==> src/rtl/noc_out_port.sv <==
// Credit-based NoC output port: local flit FIFO feeding a registered link, gated by downstream credits.
// Define NOC_OUT_PORT_STATS_EN to add the flit_count_o sent-flit counter.
module noc_out_port #(
  parameter int DEPTH   = 4,
  parameter int CREDITS = 4
) (
  input  logic        clk,
  input  logic        reset,
  input  logic [15:0] in_data_i,
  input  logic        in_valid_i,
  output logic        in_ready_o,
  output logic [15:0] data_o,
  output logic        valid_o,
  input  logic        credit_i,
  output logic [3:0]  credit_cnt_o,
  output logic        credit_err_o
`ifdef NOC_OUT_PORT_STATS_EN
  ,
  output logic [15:0] flit_count_o
`endif
);

  localparam int AW = (DEPTH > 1) ? $clog2(DEPTH) : 1;
  localparam int CW = AW + 1;
  localparam logic [CW-1:0] DEPTH_C   = CW'(DEPTH);
  localparam logic [3:0]    CREDITS_C = 4'(CREDITS);

  logic [15:0]   mem_q [DEPTH];
  logic [AW-1:0] wrPtr_q, wrPtr_d;
  logic [AW-1:0] rdPtr_q, rdPtr_d;
  logic [CW-1:0] count_q, count_d;
  logic [3:0]    creditCnt_q, creditCnt_d;
  logic          creditErr_q, creditErr_d;
  logic [15:0]   data_q, data_d;
  logic          valid_q, valid_d;
  logic          push;
  logic          send;
  logic          fifoEmpty;
  logic          fifoFull;

  assign fifoEmpty = (count_q == '0);
  assign fifoFull  = (count_q == DEPTH_C);

  assign in_ready_o = !fifoFull;
  assign push       = in_valid_i && in_ready_o;
  // Only the registered count gates a send; a credit arriving this cycle waits an edge.
  assign send       = !fifoEmpty && (creditCnt_q != 4'd0);

  always_comb begin
    wrPtr_d = wrPtr_q;
    rdPtr_d = rdPtr_q;
    count_d = count_q;
    if (push) begin
      wrPtr_d = wrPtr_q + 1'b1;
    end
    if (send) begin
      rdPtr_d = rdPtr_q + 1'b1;
    end
    case ({push, send})
      2'b10:   count_d = count_q + 1'b1;
      2'b01:   count_d = count_q - 1'b1;
      default: count_d = count_q;
    endcase
  end

  always_comb begin
    creditCnt_d = creditCnt_q;
    creditErr_d = creditErr_q;
    if (send && !credit_i) begin
      creditCnt_d = creditCnt_q - 4'd1;
    end else if (credit_i && !send) begin
      // A credit with every downstream slot already free means the neighbour is miscounting.
      if (creditCnt_q == CREDITS_C) begin
        creditErr_d = 1'b1;
      end else begin
        creditCnt_d = creditCnt_q + 4'd1;
      end
    end
  end

  always_comb begin
    valid_d = send;
    data_d  = send ? mem_q[rdPtr_q] : data_q;
  end

  always_ff @(posedge clk) begin
    if (push) begin
      mem_q[wrPtr_q] <= in_data_i;
    end
  end

  always_ff @(posedge clk or posedge reset) begin
    if (reset) begin
      wrPtr_q     <= '0;
      rdPtr_q     <= '0;
      count_q     <= '0;
      creditCnt_q <= CREDITS_C;
      creditErr_q <= 1'b0;
      data_q      <= 16'h0000;
      valid_q     <= 1'b0;
    end else begin
      wrPtr_q     <= wrPtr_d;
      rdPtr_q     <= rdPtr_d;
      count_q     <= count_d;
      creditCnt_q <= creditCnt_d;
      creditErr_q <= creditErr_d;
      data_q      <= data_d;
      valid_q     <= valid_d;
    end
  end

  assign data_o       = data_q;
  assign valid_o      = valid_q;
  assign credit_cnt_o = creditCnt_q;
  assign credit_err_o = creditErr_q;

`ifdef NOC_OUT_PORT_STATS_EN
  logic [15:0] flitCount_q, flitCount_d;

  assign flitCount_d = send ? flitCount_q + 16'd1 : flitCount_q;

  always_ff @(posedge clk or posedge reset) begin
    if (reset) begin
      flitCount_q <= 16'h0000;
    end else begin
      flitCount_q <= flitCount_d;
    end
  end

  assign flit_count_o = flitCount_q;
`endif

endmodule

==> config.mk <==
export PLATFORM = sky130hd
export DESIGN_NAME = noc_out_port
export DESIGN_NICKNAME = d
export VERILOG_FILES = /design/src/rtl/noc_out_port.sv
export SDC_FILE = /design/constraint.sdc
export NUM_CORES = 1
export LEC_CHECK = 0
export BUFFER_PORTS_ARGS = -buffer_cell sky130_fd_sc_hd__buf_4
export CAP_MARGIN = 20
export CORE_UTILIZATION = 38
export DETAILED_ROUTE_END_ITERATION = 8
export HOLD_SLACK_MARGIN = 0.02
export PLACE_DENSITY = 0.67
export SKIP_LAST_GASP = 1
export SYNTH_ARGS = -nofsm -noshare
export SYNTH_HDL_FRONTEND = slang
export SYNTH_SLANG_ARGS = --single-unit
==> constraint.sdc <==
create_clock -name clk -period 2.4 [get_ports clk]
set_input_delay 0.24 -clock clk [delete_from_list [all_inputs] [get_ports clk]]
set_output_delay 0.24 -clock clk [all_outputs]
set_load 0.01 [all_outputs]
# Yosys cells after proc, flatten, opt, wreduce, memory -nomap -nowiden
# Memory sizes are Yosys's and may differ from the RTL's. A register that Yosys moved wholly into a read port is not among the register bits.
# Cells that the tools add are included.
# word_totals
reg_bits,13
mem_bits_rw,64
input_bits,20
output_inout_bits,23
wordCells,39
mem_count,1
# memory_table
name,words,word_bits,rd,rd_ports_with_merged_regs,write_ports,line_no,text
mem_q,4,16,1,1,1,28,logic [15:0] mem_q [DEPTH];
# classes
addsub,6
eq_ne,5
mux,6
bitwise,1
reduce_logical,14
# ops
cell,count
$mux W4,3
$pmux W3 S2,1
$add A2 B1 Y2 const B,2
$add A4 B1 Y4 const B,1
$eq A4 B3 Y1 const B,1
$logic_and A1 B1 Y1,4
$logic_not A1 Y1,4
$reduce_bool A2 Y1,2
$reduce_bool A4 Y1,1
$sub A4 B1 Y4 const B,1
$add A3 B1 Y3 const B,1
$eq A3 B3 Y1 const B,1
$logic_not A3 Y1,1
$reduce_and A3 Y1,1
$sub A3 B1 Y3 const B,1
$eq A2 B1 Y1 const B,1
$eq A2 B2 Y1 const B,1
$mux W1,2
$ne A2 B2 Y1 const B,1
$reduce_and A2 Y1,1
$not A1 Y1,1

# Longest topological paths before layout
# Gate-level depths: netlist of the first run.
# logic_depth
depth_word,7
depth_mapped,10
mapped_depth_nobuf,10

# Least setup slack after synthesis of the first run
# OpenSTA, ideal clock, no wires.
# synth_timing
path_kind,flip-flop to flip-flop
startpoint,register creditCnt_q[2] (netlist: credit_cnt_o[2])
endpoint,register creditCnt_q[3] (netlist: credit_cnt_o[3])
setup_time_ns,0.125
arrival_ns,2.069
required_time_ns,2.275
setup_slack_ns,0.206
stages_incl_launch_ff,9
path_buffers,1
period_less_slack_ns,2.194
path_cell_list,dfstp_2 nor2_1 a21oi_1 buf_2 ha_1 and3b_1 o21ai_0 a21oi_1 mux2_2
# synth_between
elab_chain_cells,6
word_cells_on_any_way,14
classes_between,add/sub: 2; eq/ne: 2; mux: 3; reduce/logical: 7
# synth_lines
item,line_no,text
"start, declared",32,"logic [3:0] creditCnt_q, creditCnt_d;"
"start signal, assigned",105,creditCnt_q <= creditCnt_d;
$reduce_bool A4 Y1 *,47,assign send = !fifoEmpty && (creditCnt_q != 4'd0);
$logic_and A1 B1 Y1 *,47,
via send,37,logic send;
$logic_not A1 Y1,71,end else if (credit_i && !send) begin
$logic_and A1 B1 Y1,71,
$reduce_bool A2 Y1 (no line),--,
$reduce_and A2 Y1 (no line),--,
# The timed path passes the listed nets; every way through them passes the cells marked *. The select of a mux whose other input is x is not followed.
# A chain may end at the register's enable or synchronous reset.

# Worst setup path in the final report of the first run
# layout_timing
startpoint,register creditCnt_q[0] (netlist: credit_cnt_o[0])
endpoint,register creditCnt_q[3] (netlist: credit_cnt_o[3])
# layout_between
elab_chain_cells,6
word_cells_on_any_way,14
classes_between,add/sub: 2; eq/ne: 2; mux: 3; reduce/logical: 7
# layout_lines
item
branches (longest 6 deep; another with $add A4 B1 Y4)
# Several ways; the timed one is not identified. The select of a mux whose other input is x is not followed.

==> qor.yml, run 1 <==
insertion_delay_ns: 0.35
synth_compound_area_share_pct: 1.34
first_global_vias: 1869
powerDensity_nw_per_um2: 1290
finalWeightedCongestion: 0.733
placement.cell_area_sq_um: 4270
worst_path_most_repeated_cell: "a21oi_1"
grt_pass1_wl_microns: 9780
busiest_layer: "met2"
rows: 35
drt-pass1-iter-count: 4
fp.coreArea_sq_um: 9420
antenna_found_initial: 0
hp-class: "input port to flip-flop"
tightest_slew_ns: 0.572
ys_top_cells_by_area: "edfxtp_1 (51%), dfrtp_1 (19%), mux4_1 (5.6%)"
postRouteAntennaNets: 0
period_share_pct: 91.8
path_clk_slew_ns: 0.10
skew_ns: 0.0112
rsz0062_at_grt: "no"
yosysWarnings: 0
relSlewSlack_pct: 61.8
end_kind: "flip-flop"
start_util_pct: 39.8
synth_seq_area_share_pct: 70.7
fin_hold_ws_ns: 0.0783
max_freq_mhz: 454
slew_viol_final: 0
yosysTopAreaCell: "edfxtp_1"
area.growth.synth_to_final_pct: 19.7
crit_chain: "nor2_1 -> a21oi_2 -> ha_1 -> nor4bb_1 -> a21oi_1 -> a21oi_1 -> mux2_2"
gr-total-overflow: 0
fin_area_sq_um: 4480
routed_via_density: 4.80
drv_cap: 0
cts_root_buf: "clkbuf_8"
use_met1_pct: 16.2
critPathKind: "flip-flop to flip-flop"
worstPathArrival_ns: 2.44
drt-total-wl_microns: 6350
syn-num-nets: 222
fin_tns_setup_ns: 0
reg2reg_from: "credit_cnt_o[0]"
drcViolationCount: 0
die_w_microns: 101
slowest_delay_ns: 0.46
met2_usage_pct: 23.1
yosys.area_share.simple_pct: 2.77
met3_usage_pct: 3.38
cp_max_fo: 7
portBuffers: 42
grt_max_degree: 18
critPathLaunch: "credit_cnt_o[0]"
ir_drop_uv: 455
vias: 1852
dp_slack_ns: 0.236
yosys.cell_types.count: 30
min_from: "in_data_i[8]"
wl_per_cell_microns: 16.5
synth-xor-area-share_pct: 2.34
p_leak_nw: 1.78
htreeDepth: 3
num_antenna_cells: 0
cts_made_buffers: 9
drtIter0Drc: 57
fillCellCount: 800
synth_top_family_by_area: "multiplexers"
dp_hpwl_microns: 4210
finalCriticalPeriod_ns: 2.20
hold_violations: 0
ys_seq_elements: 93
drive_gt1_share_pct: 38.5
status: "finished, final reports clean"
netlist_instances: 192
p_total_mw: 5.76
synth_top_cell_area_share_pct: 51.3
synth_area_sq_um: 3750
fp.dieH_microns: 101
cts_buffer_depth: 2
cts.sinks: 93
synthAdderAreaFrac_pct: 3.54
nNetsFinal: 282
setup_viol: 0
grt_util_all_layers_pct: 13.4
worstPathRequired_ns: 2.64
crit_slowest_cell: "dfrtp_1"
critPathLaunchType: "flip-flop"
dieArea_sq_um: 10300
avgSynthCellArea_sq_um: 19.5
cts_tree: "yes"
layout_setup_ws_ns: 0.197
pin_count: 43
synthMuxAreaShare_pct: 16.9
-- cells in the mapped netlist --
| cell | number |
|---|---|
| a21oi_1 | 6 |
| a41o_1 | 1 |
| and2_1 | 1 |
| and3_1 | 4 |
| and3b_1 | 1 |
| buf_12 | 1 |
| buf_2 | 3 |
| buf_6 | 1 |
| clkbuf_1 | 1 |
| dfrtp_1 | 28 |
| dfstp_2 | 1 |
| edfxtp_1 | 64 |
| fa_1 | 1 |
| ha_1 | 9 |
| inv_1 | 11 |
| mux2_2 | 10 |
| mux2_4 | 8 |
| mux2i_1 | 1 |
| mux4_1 | 8 |
| mux4_2 | 8 |
| nand2_1 | 3 |
| nand3_1 | 1 |
| nor2_1 | 3 |
| nor2b_1 | 1 |
| nor3_1 | 1 |
| nor3b_1 | 2 |
| nor4bb_1 | 1 |
| o21ai_0 | 2 |
| xnor2_1 | 6 |
| xor2_1 | 4 |
-- cell families after synthesis --
logic type / count (synthesis)
compound gates: 9
xor+xnor: 10
fa+ha+maj: 10
buf+inv: 17
flops: 93
mux: 35
simple gates: 18
-- state kept, by name, summed over array words and instances (netlist names) --
name / flops
valid_o: 1
wrPtr_q: 2
data_o: 16
credit_cnt_o: 4
rdPtr_q: 2
credit_err_o: 1
count_q: 3
mem_q: 64
-- critical path: cells and delay by family, from the launching register on --
family | cells | cell delay [ns]
and+or+nand+nor | 2 | 0.60
AOI/OAI and AO/OA | 3 | 0.41
adders and majority gates | 1 | 0.28
DFF | 1 | 0.46
muxes | 1 | 0.34
-- cell type report --
cell class / count / area (sq um) / area share, %
Sequential cell: 93 / 2650 / 59.1
Timing Repair Buffer: 55 / 415 / 9.26
Multi-Input combinational cell: 82 / 1010 / 22.6
Clock inverter: 7 / 80.1 / 1.79
Clock buffer: 9 / 124 / 2.76
Tap cell: 129 / 161 / 3.60
Inverter: 11 / 41.3 / 0.921
-- power by group --
group          internal (mW)  switching [mW]
logic                   1.22           0.999
registers               2.24           0.253
clock network          0.498           0.557
-- metal layers --
layer  wire [microns]  share of wire, %  up-vias
met3              197               3.1        8
met5                0                 0        -
li1                 -                 -      852
met2             3310                52       41
met1             2750                43      951
met4               97               1.5        0
-- cell usage in the layout, fill, tap and decap left out, types with 2 or more instances in the layout --
cell type / count
nor2_1: 3
nor3b_1: 2
a21oi_1: 5
mux2_4: 8
mux2_2: 10
inv_6: 3
ha_1: 8
o21ai_0: 2
mux4_1: 8
xnor2_1: 6
edfxtp_1: 64
nand2_1: 3
mux4_2: 8
and3_1: 4
inv_1: 11
dfrtp_1: 28
xor2_1: 4
buf_4: 54
clkbuf_8: 9
-- path summary, 6_finish.rpt --
| path | to | slack [ns] | cells after the start |
|---|---|---|---|
| worst min register to register | credit_err_o | 0.49 | 1 |
| worst min-delay path | mem_q[3][8] | 0.08 | 1 |
| max in group asynchronous | credit_cnt_o[2] | 1.24 | 4 |
| worst max register to register | credit_cnt_o[3] | 0.20 | 7 |
| worst max-delay path | credit_cnt_o[3] | 0.20 | 7 |
| min in group asynchronous | wrPtr_q[1] | 0.50 | 3 |
-- what timing repair did --
action,in CTS,in global routing
endpoints found under the hold margin,10,0
resized for setup,0,1
setup endpoints to repair,0,1
buffers inserted,0,0
hold buffers,1,0
-- stage by stage --
| stage | util (%) | instances |
|---|---|---|
| 2_1_floorplan | - | 192 |
| 4_1_cts | 47.6 | 386 |
| 3_5_place_dp | 45.3 | 369 |
| 6_report | 47.6 | 386 |
| 5_1_grt | 47.6 | 386 |
| 3_3_place_gp | 45.3 | 369 |
Note: power is estimated with default switching activity, not from simulation.
==> run 2: changes to the inputs <==
MAX_ROUTING_LAYER = met4   (was default)
==> qor.yml, run 2 (same netlist as run 1, synthesis figures left out) <==
postRouteAntennaNets: 0  # unchanged
pin_count: 43  # unchanged
cts_buffer_depth: 2  # unchanged
critPathKind: "flip-flop to flip-flop"  # unchanged
dp_slack_ns: 0.236  # unchanged
final_common_cell: "edfxtp_1"  # unchanged
largest_reg_flops: 64  # unchanged
period_share_pct: 91.5  # was 91.8%
hold_violations: 0  # unchanged
fin_tns_setup_ns: 0  # unchanged
grt_max_degree: 18  # unchanged
ir_drop_uv: 455  # about the same
placement.cell_area_sq_um: 4270  # unchanged
fin_area_sq_um: 4480  # unchanged
portBuffers: 42  # unchanged
fin_hold_ws_ns: 0.0771  # was 0.0783 ns
gr-total-overflow: 0  # unchanged
cts.sinks: 93  # unchanged
antenna_found_initial: 0  # unchanged
first_global_vias: 1864  # was 1869
layout_setup_ws_ns: 0.203  # was 0.197 ns
htreeDepth: 3  # unchanged
fp.coreArea_sq_um: 9420  # unchanged
dp.cells: 369  # unchanged
worstPathRequired_ns: 2.64  # about the same
vias: 1850  # was 1852
instances_no_fill: 386  # unchanged
final_cell_mix: "edfxtp_1 (64), buf_4 (54), dfrtp_1 (28)"  # unchanged
fp.dieH_microns: 101  # unchanged
cp_max_fo: 7  # unchanged
insertion_delay_ns: 0.36  # was 0.35 ns
area.growth.synth_to_final_pct: 19.7  # unchanged
final_util_pct: 47.6  # unchanged
p_leak_nw: 1.78  # unchanged
p_total_mw: 5.76  # about the same
start_util_pct: 39.8  # unchanged
cts_made_buffers: 9  # unchanged
drt-pass1-iter-count: 4  # unchanged
finalWeightedCongestion: 0.742  # was 0.733
tightest_slew_ns: 0.570  # was 0.572 ns
finalCriticalPeriod_ns: 2.20  # about the same
max_freq_mhz: 455  # was 454 MHz
drtIter0Drc: 57  # unchanged
drcViolationCount: 0  # unchanged
slew_viol_final: 0  # unchanged
routed_via_density: 4.79  # was 4.80
cts_tree: "yes"  # unchanged
skew_ns: 0.0114  # was 0.0112 ns
cts_setup_buffers: 0  # unchanged
grt_pass1_wl_microns: 9800  # was 9780 microns
die_w_microns: 101  # unchanged
setup_viol: 0  # unchanged
drive_gt1_share_pct: 38.5  # unchanged
dp_hpwl_microns: 4210  # unchanged
path_clk_slew_ns: 0.10  # about the same
relSlewSlack_pct: 62.0  # was 61.8%
worstPathArrival_ns: 2.44  # about the same
cts_root_buf: "clkbuf_8"  # unchanged
hp-class: "input port to flip-flop"  # unchanged
drt-total-wl_microns: 6370  # was 6350 microns
dieArea_sq_um: 10300  # unchanged
critPathLaunchType: "flip-flop"  # unchanged
nNetsFinal: 282  # unchanged
end_kind: "flip-flop"  # unchanged
wl_per_cell_microns: 16.5  # about the same
powerDensity_nw_per_um2: 1290  # about the same
num_antenna_cells: 0  # unchanged
rsz0062_at_grt: "no"  # unchanged
rows: 35  # unchanged
status: "finished, final reports clean"  # unchanged
largest_register: "mem_q"  # unchanged
drv_cap: 0  # unchanged
grt_util_all_layers_pct: 13.9  # was 13.4%
-- run 2: cell counts in the layout (fill, tap and decap cells not counted) --
No cell type changed its count.
-- run 2: what timing repair did --
item	in CTS	in global routing
endpoints found under the setup margin	0	1
gates resized for setup	0	1
hold buffers	1	0
endpoints found under the hold margin	10	0
-- run 2: power by group --
group	total (mW)	switching [mW]	internal, mW
registers	2.49	0.253	2.24
clock network	1.06	0.558	0.498
logic	2.22	0.999	1.22
total	5.76	1.81	3.95
-- run 2: area by class of cell --
cell class,instances,area [sq um]
Fill cell,800,4930
Sequential cell,93,2650
Multi-Input combinational cell,82,1010
Timing Repair Buffer,55,415
Tap cell,129,161
Clock buffer,9,124
Clock inverter,7,80.1
Inverter,11,41.3
-- run 2: worst paths after layout --
path / start / end / slack, ns / cells past startpoint
max reg2reg: credit_cnt_o[0] / credit_cnt_o[3] / 0.20 / 7
max: credit_cnt_o[0] / credit_cnt_o[3] / 0.20 / 7
min reg2reg: credit_err_o / credit_err_o / 0.49 / 1
max in group asynchronous: reset / credit_cnt_o[2] / 1.24 / 4
min: in_data_i[8] / mem_q[3][8] / 0.08 / 1
min in group asynchronous: reset / wrPtr_q[1] / 0.49 / 3
-- run 2: critical path: stages (launching register included) --
cell	delay (ns)
dfrtp_1	0.46
nor2_1	0.27
a21oi_2	0.16
ha_1	0.27
nor4bb_1	0.32
a21oi_1	0.10
a21oi_1	0.16
mux2_2	0.34
-- run 2: routing by layer --
metal  share of wire, %  up-vias  GRT usage (%)  wire [microns]
met5                  0        -              -               0
met4                1.5        0           5.69              95
met3                3.1       10           3.38             197
met2                 52       41           23.1            3300
met1                 44      945           16.2            2770
li1                   -      854              -               -
==> run 3: changes to the inputs <==
CORE_MARGIN = 4   (was default)
clock period = 2.3 ns   (was 2.4 ns; I/O delays follow)
==> qor.yml, run 3 (same netlist as run 1, synthesis figures left out) <==
cts_root_buf: "clkbuf_8"  # unchanged
cts.hold.buffers_added: 0  # was 1
tightest_slew_ns: 0.804  # was 0.570 ns
htreeDepth: 3  # unchanged
grt_pass1_wl_microns: 10200  # was 9800 microns
cts_made_buffers: 9  # unchanged
vias: 1827  # was 1850
insertion_delay_ns: 0.34  # was 0.36 ns
hp-class: "input port to async pin"  # was input port to flip-flop
powerDensity_nw_per_um2: 1340  # was 1290 nW/um^2
fp.coreArea_sq_um: 9420  # unchanged
drv_cap: 0  # unchanged
worstPathRequired_ns: 2.54  # was 2.64 ns
period_share_pct: 94.4  # was 91.5%
fp.dieH_microns: 107  # was 101 microns
wl_per_cell_microns: 16.9  # was 16.5 microns
ir_drop_uv: 600  # was 455 uV
cts.sinks: 93  # unchanged
setup_viol: 0  # unchanged
slew_viol_final: 0  # unchanged
cp_max_fo: 6  # was 7
fin_area_sq_um: 4470  # was 4480 sq um
dp_hpwl_microns: 4340  # was 4210 microns
drt-total-wl_microns: 6520  # was 6370 microns
area.growth.synth_to_final_pct: 19.3  # was 19.7%
hold_violations: 0  # unchanged
antenna_found_initial: 0  # unchanged
cts_tree: "yes"  # unchanged
first_global_vias: 1870  # was 1864
final_common_cell: "edfxtp_1"  # unchanged
p_leak_nw: 1.77  # was 1.78 nW
end_kind: "flip-flop"  # unchanged
cts_buffer_depth: 2  # unchanged
drt-pass1-iter-count: 4  # unchanged
critPathLaunchType: "flip-flop"  # unchanged
status: "finished, final reports clean"  # unchanged
gr-total-overflow: 0  # unchanged
fin_tns_setup_ns: 0  # unchanged
critPathKind: "flip-flop to flip-flop"  # unchanged
routed_via_density: 4.73  # was 4.79
rows: 35  # unchanged
relSlewSlack_pct: 46.4  # was 62.0%
portBuffers: 42  # unchanged
grt_util_all_layers_pct: 12.4  # was 13.9%
finalWeightedCongestion: 0.818  # was 0.742
fillCellCount: 804  # was 800
num_antenna_cells: 0  # unchanged
final_cell_mix: "edfxtp_1 (64), buf_4 (55), dfrtp_1 (28)"  # was edfxtp_1 (64), buf_4 (54), dfrtp_1 (28)
finalCriticalPeriod_ns: 2.17  # was 2.20 ns
die_w_microns: 107  # was 101 microns
nNetsFinal: 282  # unchanged
path_clk_slew_ns: 0.09  # was 0.10 ns
grt_max_degree: 21  # was 18
start_util_pct: 39.8  # unchanged
cts_resized: 0  # unchanged
max_freq_mhz: 461  # was 455 MHz
cts_setup_buffers: 0  # unchanged
placement.cell_area_sq_um: 4280  # was 4270 sq um
fin_hold_ws_ns: 0.0328  # was 0.0771 ns
worstPathArrival_ns: 2.41  # was 2.44 ns
pin_count: 43  # unchanged
rsz0062_at_grt: "no"  # unchanged
largest_reg_flops: 64  # unchanged
postRouteAntennaNets: 0  # unchanged
dieArea_sq_um: 11500  # was 10300 sq um
skew_ns: 0.00567  # was 0.0114 ns
drive_gt1_share_pct: 38.5  # unchanged
drcViolationCount: 0  # unchanged
largest_register: "mem_q"  # unchanged
drtIter0Drc: 64  # was 57
-- run 3: cell types whose count changed in the layout (fill, tap and decap cells not counted) --
cell and delta:
buf_4 +1, clkbuf_1 +1, clkinv_1 +1, clkinvlp_4 +1, dlygate4sd3_1 -1, inv_6 -2, inv_8 -1, nor2_1 -1
nor2_2 +1
-- run 3: where the power goes --
part / internal, mW / total (mW) / switching (mW)
registers: 2.34 / 2.60 / 0.259
logic: 1.28 / 2.33 / 1.05
clock network: 0.501 / 1.05 / 0.547
total: 4.12 / 5.98 / 1.86
-- run 3: worst max-delay path: stages (launching register included) --
cell,delay [ns]
dfrtp_1,0.42
nor3_1,0.32
a21oi_2,0.11
ha_1,0.27
nor4bb_1,0.32
a21oi_1,0.11
a21oi_1,0.17
mux2_2,0.35
-- run 3: stage by stage --
| stage | worst slack [ns] | power [mW] | util [%] | std cells |
|---|---|---|---|---|
| 5_1_grt | 0.0339 | 6.36 | 47.5 | 386 |
| 6_report | 0.130 | 5.98 | 47.5 | 386 |
| 3_5_place_dp | 0.144 | 5.00 | 45.4 | 370 |
| 3_3_place_gp | 0.233 | 4.91 | 45.4 | 370 |
| 4_1_cts | 0.125 | 6.07 | 47.4 | 386 |
| 2_1_floorplan | 0.106 | 4.20 | - | 192 |
-- run 3: worst paths after layout --
check | from | to | slack [ns] | depth (start not counted)
min in group clk | in_data_i[3] | mem_q[0][3] | 0.08 | 1
max reg2reg | count_q[0] | credit_cnt_o[3] | 0.13 | 7
min | reset | credit_cnt_o[3] | 0.03 | 2
min reg2reg | data_o[3] | data_o[3] | 0.51 | 1
max | count_q[0] | credit_cnt_o[3] | 0.13 | 7
max in group asynchronous | reset | data_o[13] | 1.67 | 3
-- run 3: area by class of cell --
type                    instances  area (sq um)  area share [%]
flip-flops and latches         93          2650            59.2
multi-input cells              82          1020            22.7
repair buffers                 55           413            9.24
well taps                     129           161            3.61
clock buffers                  10           128            2.85
clock inverters                 6          62.6            1.40
inverters                      11          41.3           0.924
-- run 3: per-layer routing --
metal / global-route usage [%] / up-vias / share of wire [%]
li1: - / 853 / -
met3: 3.66 / 6 / 3.8
met1: 14.1 / 932 / 41
met4: 3.29 / 0 / 0.91
met5: - / - / 0
met2: 21.4 / 36 / 54
